### src/rtl/serial_adder16_pkg.sv
// -----------------------------------------------------------------------------
// serial_adder16_pkg
// Shared types and constants for the bit-serial adder/subtractor.
//   DATA_WIDTH : default operand/result width
//   state_t    : control state encoding (IDLE, SHIFT, DONE)
// -----------------------------------------------------------------------------
package serial_adder16_pkg;

  localparam int unsigned DATA_WIDTH = 16;

  typedef enum logic [1:0] {
    IDLE  = 2'd0,
    SHIFT = 2'd1,
    DONE  = 2'd2
  } state_t;

endpackage : serial_adder16_pkg

### src/rtl/serial_adder16_full_adder.sv
// -----------------------------------------------------------------------------
// full_adder
// One-bit full adder built from gate primitives (2x xor, 2x and, 1x or).
// Ports:
//   in_a, in_b : operand bits
//   in_c       : carry in
//   sum        : in_a ^ in_b ^ in_c
//   cout       : carry out
// -----------------------------------------------------------------------------
module full_adder (
  input  logic in_a,
  input  logic in_b,
  input  logic in_c,
  output wire  sum,
  output wire  cout
);

  wire w_p;  // propagate
  wire w_g;  // generate
  wire w_t;  // propagated carry

  xor u_xor_p (w_p, in_a, in_b);
  xor u_xor_s (sum, w_p, in_c);
  and u_and_g (w_g, in_a, in_b);
  and u_and_t (w_t, w_p, in_c);
  or  u_or_c  (cout, w_g, w_t);

endmodule : full_adder

### src/rtl/serial_adder16.sv
// -----------------------------------------------------------------------------
// serial_adder16
// Bit-serial two's-complement adder/subtractor, one bit per clock, LSB first.
// A single full_adder cell is reused every cycle; the carry lives in a flop.
// Ports:
//   clk, rst_n       : rising-edge clock, asynchronous active-low reset
//   start            : request, accepted only in IDLE or DONE
//   sub              : 0 = a+b, 1 = a-b (sampled with start)
//   in_a, in_b       : operands (sampled with start)
//   busy             : high while bits are being processed
//   done             : one-cycle result-valid pulse
//   out              : result, held until the next operation completes
//   carry            : unsigned carry-out (sub: 1 = no borrow)
//   overflow         : signed overflow
//   zero             : out == 0
// -----------------------------------------------------------------------------
module serial_adder16
  import serial_adder16_pkg::*;
#(
  parameter int unsigned WIDTH = DATA_WIDTH
) (
  input  logic             clk,
  input  logic             rst_n,
  input  logic             start,
  input  logic             sub,
  input  logic [WIDTH-1:0] in_a,
  input  logic [WIDTH-1:0] in_b,
  output logic             busy,
  output logic             done,
  output logic [WIDTH-1:0] out,
  output logic             carry,
  output logic             overflow,
  output logic             zero
);

  localparam int unsigned CNT_W = $clog2(WIDTH);

  state_t             r_state;
  logic [WIDTH-1:0]   r_a;        // operand A, shifted right each step
  logic [WIDTH-1:0]   r_b;        // operand B (pre-inverted for sub)
  logic [WIDTH-2:0]   r_acc;      // sum bits collected so far, MSB-aligned
  logic               r_cin;      // carry into the current bit
  logic [CNT_W-1:0]   r_cnt;      // index of the bit being processed
  logic               r_busy;
  logic               r_done;
  logic [WIDTH-1:0]   r_out;
  logic               r_carry;
  logic               r_overflow;
  logic               r_zero;

  wire                w_sum;
  wire                w_cout;
  logic [WIDTH-1:0]   w_res;
  logic               w_last;

  // Shared full-adder cell: current LSBs plus the carry flop.
  full_adder u_fa (
    .in_a (r_a[0]),
    .in_b (r_b[0]),
    .in_c (r_cin),
    .sum  (w_sum),
    .cout (w_cout)
  );

  // New sum bit enters at the MSB; after WIDTH steps this is the full result.
  assign w_res  = {w_sum, r_acc};
  assign w_last = (r_cnt == CNT_W'(WIDTH - 1));

  // Control FSM, datapath shift registers and registered result flags.
  always_ff @(posedge clk or negedge rst_n) begin
    if (!rst_n) begin
      r_state    <= IDLE;
      r_a        <= '0;
      r_b        <= '0;
      r_acc      <= '0;
      r_cin      <= 1'b0;
      r_cnt      <= '0;
      r_busy     <= 1'b0;
      r_done     <= 1'b0;
      r_out      <= '0;
      r_carry    <= 1'b0;
      r_overflow <= 1'b0;
      r_zero     <= 1'b1;
    end else begin
      case (r_state)
        IDLE, DONE: begin
          r_done <= 1'b0;
          if (start) begin
            // Subtraction is a + ~b + 1: invert B and seed the carry with 1.
            r_a     <= in_a;
            r_b     <= sub ? ~in_b : in_b;
            r_cin   <= sub;
            r_acc   <= '0;
            r_cnt   <= '0;
            r_busy  <= 1'b1;
            r_state <= SHIFT;
          end else begin
            r_state <= IDLE;
          end
        end

        SHIFT: begin
          r_acc <= w_res[WIDTH-1:1];
          r_cin <= w_cout;
          r_a   <= r_a >> 1;
          r_b   <= r_b >> 1;
          r_cnt <= r_cnt + 1'b1;
          if (w_last) begin
            // r_cin is the carry into the MSB here, w_cout the carry out.
            r_overflow <= r_cin ^ w_cout;
            r_carry    <= w_cout;
            r_zero     <= (w_res == '0);
            r_out      <= w_res;
            r_busy     <= 1'b0;
            r_done     <= 1'b1;
            r_state    <= DONE;
          end
        end

        default: begin
          r_busy  <= 1'b0;
          r_done  <= 1'b0;
          r_state <= IDLE;
        end
      endcase
    end
  end

  assign busy     = r_busy;
  assign done     = r_done;
  assign out      = r_out;
  assign carry    = r_carry;
  assign overflow = r_overflow;
  assign zero     = r_zero;

endmodule : serial_adder16

### config.mk
export PLATFORM = sky130hd
export DESIGN_NAME = serial_adder16
export DESIGN_NICKNAME = d
export VERILOG_FILES = /design/src/rtl/serial_adder16_pkg.sv /design/src/rtl/serial_adder16_full_adder.sv /design/src/rtl/serial_adder16.sv
export SDC_FILE = /design/constraint.sdc
export NUM_CORES = 1
export LEC_CHECK = 0
export ABC_AREA = 1
export CORE_UTILIZATION = 50
export CTS_CLUSTER_DIAMETER = 30
export DETAILED_ROUTE_END_ITERATION = 8
export GPL_ROUTABILITY_DRIVEN = 0
export PLACE_DENSITY = 0.79
export SKIP_LAST_GASP = 1
export SYNTH_ARGS = -nofsm -noshare
export SYNTH_HDL_FRONTEND = slang
export SYNTH_SLANG_ARGS = --single-unit
### constraint.sdc
create_clock -name clk -period 1.8 [get_ports clk]
set_input_delay 0.54 -clock clk [delete_from_list [all_inputs] [get_ports clk]]
set_output_delay 0.54 -clock clk [all_outputs]
set_load 0.1 [all_outputs]
==> flow_summary.yaml <==
outcome:
  run_status: "finished clean"
clocking:
  hold_buffers: 0
  htree_num_levels: 3
  clk-insertion-delay-late_ns: 0.34
  clockRootBuffer: "sky130_fd_sc_hd__clkbuf_8"
  cts.clk_slew.worst_paths_ns: 0.08
  cts.path.max_buffers: 2
  post_cts_resized: 0
  cts_sink_count: 74
  cts_made_buffers: 9
  postCtsSetupRepairBufs: 0
  tritoncts: "done"
timing:
  rsz0062_at_grt: "false"
  worstMarginPinSlew_ns: 0.4005
  achievable-frequency_ghz: 0.6211
  slew_viol_final: 0
  finalCriticalPeriod_ns: 1.610
  final_critical_path_setup_slack_ns: 0.1900
  final.setup_skew_ns: 0.009074
  max_slew_margin_pct: 73.30
  hold_violations: 0
  number_of_endpoints_failing_setup_at_the_final_stage: 0
  setup_tns_ns: 0
  fin_crit_sh_pct: 89.44
  timing.hold.ws_ns: 0.1961
critical_path:
  timing.critical_path.required_ns: 1.26
  cp_num_buf_inv: 1
  critical_path_class: "flop to output pin"
  timing.critical_path.max_delay_family: "flip-flops"
  slowest_stage: "sky130_fd_sc_hd__dfstp_2"
  setup.worst_path.end_class: "output pin"
  critical_path_peak_fanout: 2
  max_stage_delay_ns: 0.56
  critical_path.cell_chain: "buf_12"
  cp_data_arrival_time_ns: 1.07
  worst_setup_path_start_kind: "flop"
power_and_ir_drop:
  seqPwrFrac_pct: 32.7
  pwr-share-clk_pct: 15.2
  leakagePower_nw: 2.046
  power_per_cell_area_nw_per_um2: 2099
  cell_internal_power_dissipation_mw: 4.945
  vdd_ir_drop_max_uv: 1659
  power.switching_fraction_pct: 46.00
  total_switching_power_mw: 4.213
  power.share.combinational_pct: 52.2
logic_synthesis:
  synth-async-reset-ratio_pct: 100.0
  post_synth_num_cell_types: 28
  ys_seq_elements: 74
  synth_seq_area_share_pct: 56.63
  yosysWarnings: 0
  synth_area_um2: 3272
  synth.most_common_cell: "sky130_fd_sc_hd__nand2_1"
  synthFlopType: "sky130_fd_sc_hd__dfrtp_1"
  synth_top_area_cell: "sky130_fd_sc_hd__dfrtp_1"
  synth.net_count: 398
  synth_enable_flop_cells: 0
  netlist_instances: 360
  ys_top_cells_by_count: "sky130_fd_sc_hd__nand2_1, sky130_fd_sc_hd__dfrtp_1, sky130_fd_sc_hd__nand3_1"
  synth_top_area_share_pct: 55.83
  synthesis.area_per_instance_um2: 9.089
  synth.area.top_cells: "sky130_fd_sc_hd__dfrtp_1, sky130_fd_sc_hd__nand2_1, sky130_fd_sc_hd__o21ai_2"
place:
  placement_stage_worst_setup_slack_ns: 0.01973
  instance_area_at_placement_um2: 4145
  dp.final_hpwl_um: 4357
  buffer_ports.inserted: 56
final_layout:
  seqCellArea_um2: 1853
  drive_gt1_share_pct: 16.75
  area_growth_syn_to_layout_pct: 33.35
  fin_area_um2: 4363
  final_core_util_pct: 68.71
  antenna_cells_inserted: 0
  fill_cells: 504
  area_of_the_multi_input_gates_um2: 1216
  layout.nets: 457
routing:
  detail-route-antenna-nets: 0
  post_detailed_routing_wire_length_um: 6301
  number_of_iterations_in_the_first_detailed_routing_pass: 5
  drt_first_iter_violations: 187
  vias: 2557
  drcViolationCount: 0
  wl_per_cell_um: 12.58
  detail_route.vias_per_cell: 5.104
floorplanning:
  io_pins: 57
  fp-row-count: 29
  floorplan.initialDensity_pct: 51.53
  design.core.area_um2: 6350
  chipHeight_um: 82.90
  die_outline_area_um2: 6872
  chipWidth_um: 82.90
global_route:
  grt_antenna_before_repair: 0
  grt_pass1_vias: 2549
  grt_overflow_total: 0
  grt.total_usage_pct: 20.33
  global_route_wire_length_before_repair_um: 11160
  grt_start_max_net_pins: 75
run:
  drv_cap: 0
min_path:
  worst_hold_path_type: "input pin to asynchronous set/reset pin"
## metal layers
metal  track usage [%]  up-vias  wire (um)
li1                  -     1265          -
met1             24.64     1225       2724
met2             34.72       63       3272
met3             3.777        4        267
met4             10.34        0         36
met5                 0        -          0
## state kept, by name, summed over array words and instances (netlist names), 4 cells and up
register and cells:
out 16, r_a 16, r_acc 15, r_b 16, r_cnt 4
## stage by stage
stage / total power [mW] / instances
2_1_floorplan: 6.166 / 360
3_3_place_gp: 7.688 / 485
3_5_place_dp: 7.833 / 485
4_1_cts: 9.228 / 501
5_1_grt: 9.695 / 501
6_report: 9.158 / 501
## area by class of cell
| class | instances | area share, % |
|---|---|---|
| Timing Repair Buffer | 65 | 20.25 |
| Clock buffer | 9 | 2.839 |
| Inverter | 25 | 2.208 |
| Sequential cell | 74 | 42.47 |
| Multi-Input combinational cell | 244 | 27.88 |
| Tap cell | 77 | 2.208 |
| Clock inverter | 7 | 2.151 |
## worst paths after layout
kind                               start  endpoint  slack (ns)  depth (start not counted)
worst max-delay path                zero      zero        0.19                          1
worst min-delay path               rst_n   out[12]        0.20                          2
worst max register to register  r_cnt[0]   out[13]        0.37                          7
worst min register to register    r_a[8]    r_a[8]        0.49                          2
max in group asynchronous          rst_n    r_a[8]        1.26                          2
min in group clk                  r_a[8]    r_a[8]        0.49                          2
## cell usage in the layout, fill, tap and decap left out, drive strengths merged
cell type,n
a21oi,3
buf,31
bufinv,2
clkbuf,9
clkdlybuf4s50,34
clkinv,3
clkinvlp,2
dfrtp,73
dfstp,1
fa,1
ha,1
inv,25
nand2,136
nand3,27
nand3b,1
nor2,20
nor3b,1
o211ai,7
o21ai,21
o22ai,14
xnor2,2
xor2,10
## kinds of logic (layout without fill, tap and decap cells)
group           after synthesis  in the layout  synth area share [%]
flops                        74             74                 56.63
simple gates                185            185                 23.10
buf+inv                      42            106                 6.271
fa+ha+maj                     2              2                0.9942
compound gates               45             45                 9.789
xor+xnor                     12             12                 3.212
## power by group through the flow
stage                     Sequential [mW]  Combinational [mW]  Clock, mW
after floorplan                      4.42                1.75          0
after global placement               2.98                4.71          0
after detailed placement             3.02                4.82          0
after CTS                            2.99                4.82       1.42
after global routing                 3.08                5.12       1.49
final                                2.99                4.78       1.39
(Power assumes the default switching activity.)
==> RTL change 1: new RTL, same settings <==
The package constant `DATA_WIDTH` goes from 16 to 32.
--- a/src/rtl/serial_adder16_pkg.sv
+++ b/src/rtl/serial_adder16_pkg.sv
@@ -7,5 +7,5 @@
 package serial_adder16_pkg;
 
-  localparam int unsigned DATA_WIDTH = 16;
+  localparam int unsigned DATA_WIDTH = 32;
 
   typedef enum logic [1:0] {
Interface: changed (resized in_a, in_b and out); port bits go from 57 to 105. No check against the original RTL was run, so the function may have changed too.
==> RTL change 1 against the unedited design <==
The flow now finishes with violations (design-rule violations); sequential cell count grew 66; sequential share of layout area is 0.30 points higher; cell area up 88%; power is 57% higher; die area is 80% higher; routed wire length is 120% higher; count of clock-buffer cells in the layout rose by 10; setup slack lost 0.069 ns; area after synthesis rose by 82%.
==> RTL change 1: results (changes against the unedited design) <==
- Status: finished, violations left
- Failing checks: design-rule violations
- Register area share after synthesis: 0.5887 (+0.02234)
- Largest net degree at the start of global routing: 51 (-32%)
- Clock skew: 0.008634 ns (-0.0004405 ns)
- R2R Setup Slk: 0.15 ns (-0.22 ns)
- Crit path DAT: 1.14 ns (+0.07 ns)
- Placed Area: 7570 um^2 (+83%)
- Layout cell share with drive strength beyond 1: 0.1293 (-0.03817)
- Compound-gate portion of the synthesized area: 0.1263 (+0.02842)
- H-tree depth: 4 (+1)
- Largest cells by area after synthesis: dfrtp_1 58%, nand2_1 10%, nand3_1 6.4%, o21ai_0 4.4%, o22ai_1 3.3%
- Drt drc: 16 (+16)
- DRT iter0 DRCs: 384 (+110%)
- Worst VDD drop: 735.9 uV (-56%)
- Post-synthesis xor/xnor area fraction: 0.02354 (-0.008583)
- First-pass GRT wire length: 23460 um (+110%)
- Layout Nets: 816 (+79%)
- Synth cell count leaders: 163 x nand2_1, 139 x dfrtp_1, 76 x nand3_1
- Yosys cell types: 24 (-14%)
- Total track usage: 0.2420 (+0.03878)
- FF-to-FF End: zero
- N_diodes: 0 (unchanged)
- Pleak: 3.819 nW (+87%)
- CTS root buffer: clkbuf_16
- Reg2Reg Depth: 10 (+3)
- Post-DP HPWL: 8870 um (+100%)
- Worst reg2reg path startpoint: r_cnt[0]
- Clock Latency Late Sink: 0.41 ns (+0.07 ns)
- Drt wl/cell: 15.40 um (+22%)
- DR vias: 4978 (+95%)
- Max-Slew Margin vs Limit: 0.7603 (+0.02729)
- Synth Area in Adders: 0.007566 (-0.002376)
- Clock transition at the registers of the reported paths: 0.06 ns (-0.02 ns)
- Filler Cell Count: 831 (+65%)
- Total CTS buffers: 17 (+8)
- Port bufs: 104 (+86%)
[RTL change 1: cells by family (layout without fill, tap and decap cells)]
group / after synthesis / in the layout
adders and majority gates: 3 / 3
buffers and inverters: 92 / 204
and+or+nand+nor: 268 / 268
AOI/OAI and AO/OA: 127 / 127
DFF: 140 / 140
xor gates and xnor gates: 16 / 16
[RTL change 1: timing repair]
| action | in CTS | in global routing |
|---|---|---|
| endpoints found under the setup margin | 0 | 23 |
| buffers inserted | 0 | 0 |
| gates resized for setup | 0 | 4 |
[RTL change 1: power by group]
group	total, mW	internal [mW]	leakage [nW]	switching, mW
logic	5.63	2.12	1.86	3.51
registers	5.14	4.37	1.66	0.775
clock network	3.59	2.30	0.296	1.28
total	14.4	8.79	3.82	5.57
[RTL change 1: how the worst max path moves through the flow]
stage / to / slack [ns] / depth (start not counted)
floorplan: out[24] / 0.16 / 9
CTS: out[14] / 0.04 / 8
global placement: r_a[7] / 0.00009 / 7
detailed placement: r_a[8] / -0.07 / 7
finish: zero / 0.12 / 1
global route: zero / 0.02 / 10
[RTL change 1: final cells by class]
type / count / area (um^2) / area share
Clock buffer: 19 / 432.9 / 0.05284
Clock inverter: 13 / 173.9 / 0.02123
Inverter: 48 / 180.2 / 0.02199
Multi-Input combinational cell: 414 / 2073 / 0.2531
Sequential cell: 140 / 3505 / 0.4278
Tap cell: 143 / 178.9 / 0.02184
Timing Repair Buffer: 124 / 1649 / 0.2013
[RTL change 1: stage by stage]
step | util | worst slack, ns | hold WS [ns] | std cells
after CTS | 0.7100 | 0.04265 | 0.02580 | 901
final | 0.7114 | 0.1206 | 0.02820 | 901
after detailed placement | 0.6573 | -0.07262 | 0.4599 | 869
after floorplan | - | 0.1559 | 0.2444 | 646
after global placement | 0.6573 | 0.00008804 | 0.4543 | 869
after global routing | 0.7114 | 0.01816 | 0.03988 | 901
[RTL change 1: metal layers]
layer | vias up | wire length (um) | part of all wire | track usage
li1 | 2350 | - | - | -
met1 | 2416 | 6041 | 0.44 | 0.3111
met2 | 199 | 6965 | 0.50 | 0.4138
met3 | 13 | 731 | 0.053 | 0.05139
met4 | 0 | 134 | 0.0097 | 0.07117
met5 | - | 0 | 0 | 0
==> RTL change 2: new RTL, same settings <==
Made on the original files. Put one more register stage on the output `out`, with the module's reset. The value now appears one clock later. The other outputs are not delayed to match.
--- a/src/rtl/serial_adder16.sv
+++ b/src/rtl/serial_adder16.sv
@@ -129,5 +129,11 @@
   assign busy     = r_busy;
   assign done     = r_done;
-  assign out      = r_out;
+  always_ff @(posedge clk or negedge rst_n) begin
+    if (!rst_n) begin
+      out <= '0;
+    end else begin
+      out <= r_out;
+    end
+  end
   assign carry    = r_carry;
   assign overflow = r_overflow;
Formal check against the unedited RTL: no difference found for any inputs over 10 cycles, from zero or initial values and one cycle with rst_n low; that may be too few to reach the edited logic, so the function may still have changed.
==> RTL change 2 against the unedited design <==
Routed wire length increased by 11%; power up 6.5%; setup slack worse by 0.046 ns; fmax shrank 2.8%; cell area grew 9.5%; sequential cell count is 16 higher; count of clock-buffer cells in the layout did not move; die area rose by 12%; area after synthesis grew 13%; sequential share of layout area grew 4.7 points.
==> RTL change 2: results (changes against the unedited design) <==
- Switching part of the total: 0.4602 (about the same)
- Initial antenna violation count: 0 (unchanged)
- Routed Wire Length: 6963 um (+11%)
- Synth cell count leaders: 119 x nand2_1, 89 x dfrtp_1, 30 x nand3_1
- Synth Area in Adders: 0.008820 (-0.001123)
- Clock skew: 0.01101 ns (+0.001931 ns)
- Compound-gate portion of the synthesized area: 0.09159 (-0.006309)
- Post-DP HPWL: 4724 um (+8.4%)
- Total CTS buffers: 9 (unchanged)
- Status: finished clean
- Pleak: 2.209 nW (+7.9%)
- Min Hold Slack: 0.1713 ns (-0.02481 ns)
- Worst VDD drop: 772.5 uV (-53%)
- Clock transition at the registers of the reported paths: 0.09 ns
- Largest net degree at the start of global routing: 91 (+21%)
- Port bufs: 56 (unchanged)
- Synthesized Nets: 411 (+3.3%)
- DRT iter0 DRCs: 187 (unchanged)
- DR pass1 iterations: 4 (-1)
- Total track usage: 0.2132 (+0.009941)
- Layout Nets: 471 (+3.1%)
- Kind of cell adding the most delay to the critical path: flip-flops
- Post-synthesis xor/xnor area fraction: 0.02374 (-0.008377)
- HP Class: in -> async
- Largest cells by area after synthesis: dfrtp_1 60%, nand2_1 12%, nand3_1 4.1%, o21ai_2 3.8%, o22ai_1 2.4%
- Max-Slew Margin vs Limit: 0.6697 (-0.06336)
- Worst reg2reg path startpoint: r_cnt[0]
- Crit path DAT: 1.12 ns (+0.05 ns)
- Register area share after synthesis: 0.6109 (+0.04457)
- First-pass GRT wire length: 12360 um (+11%)
- R2R Setup Slk: 0.34 ns (-0.03 ns)
- Clock Latency Late Sink: 0.37 ns (+0.03 ns)
- Yosys cell types: 27 (-3.6%)
- Vias in the first global route: 2717 (+6.6%)
- Vias per cell: 5.056 (-0.93%)
- FF-to-FF End: r_out[13]
- Reg2Reg Depth: 7 (unchanged)
- Layout cell share with drive strength beyond 1: 0.1918 (+0.02433)
- Number of synthesis warnings: 0 (unchanged)
- Placed Area: 4592 um^2 (+11%)
-- RTL change 2: how the worst max path moves through the flow --
stage,cells past startpoint,from,to
floorplan,5,done,r_acc[10]
global placement,6,start,r_acc[0]
detailed placement,6,start,r_b[14]
CTS,1,zero,zero
global route,1,zero,zero
finish,1,zero,zero
-- RTL change 2: kinds of logic after synthesis --
logic type,Yosys count
AND/OR/NAND/NOR,182
XOR/XNOR,10
AO/OA/AOI/OAI,50
adder cells (fa/ha/maj),2
buffers and inverters,39
flip-flops,90
-- RTL change 2: power by group through the flow --
| stage | sequential, mW | clock (mW) | combinational [mW] |
|---|---|---|---|
| floorplan | 5.02 | 0 | 1.79 |
| global placement | 3.60 | 0 | 4.75 |
| detailed placement | 3.65 | 0 | 4.88 |
| CTS | 3.61 | 1.33 | 4.89 |
| global route | 3.72 | 1.41 | 5.23 |
| finish | 3.61 | 1.30 | 4.85 |
-- RTL change 2: cell type report --
| cell class | instances | area [um^2] |
|---|---|---|
| fillers | 498 | 2167 |
| multi-input cells | 244 | 1237 |
| flip-flops and latches | 90 | 2253 |
| repair buffers | 66 | 893.4 |
| well taps | 96 | 120.1 |
| clock buffers | 9 | 123.9 |
| clock inverters | 7 | 61.31 |
| inverters | 22 | 87.58 |
-- RTL change 2: stage by stage --
| step | worst slack [ns] | std cells |
|---|---|---|
| CTS | 0.1250 | 534 |
| finish | 0.1444 | 534 |
| floorplan | 0.02222 | 373 |
| detailed placement | 0.0003647 | 518 |
| global route | 0.1177 | 534 |
| global placement | 0.06577 | 518 |
-- RTL change 2: layer usage --
metal  track usage  part of all wire  vias up
met2        0.3672              0.52       75
met5             0                 0        -
met3       0.03582             0.038       14
li1              -                 -     1315
met1        0.2609              0.42     1296
met4        0.1043             0.021        0
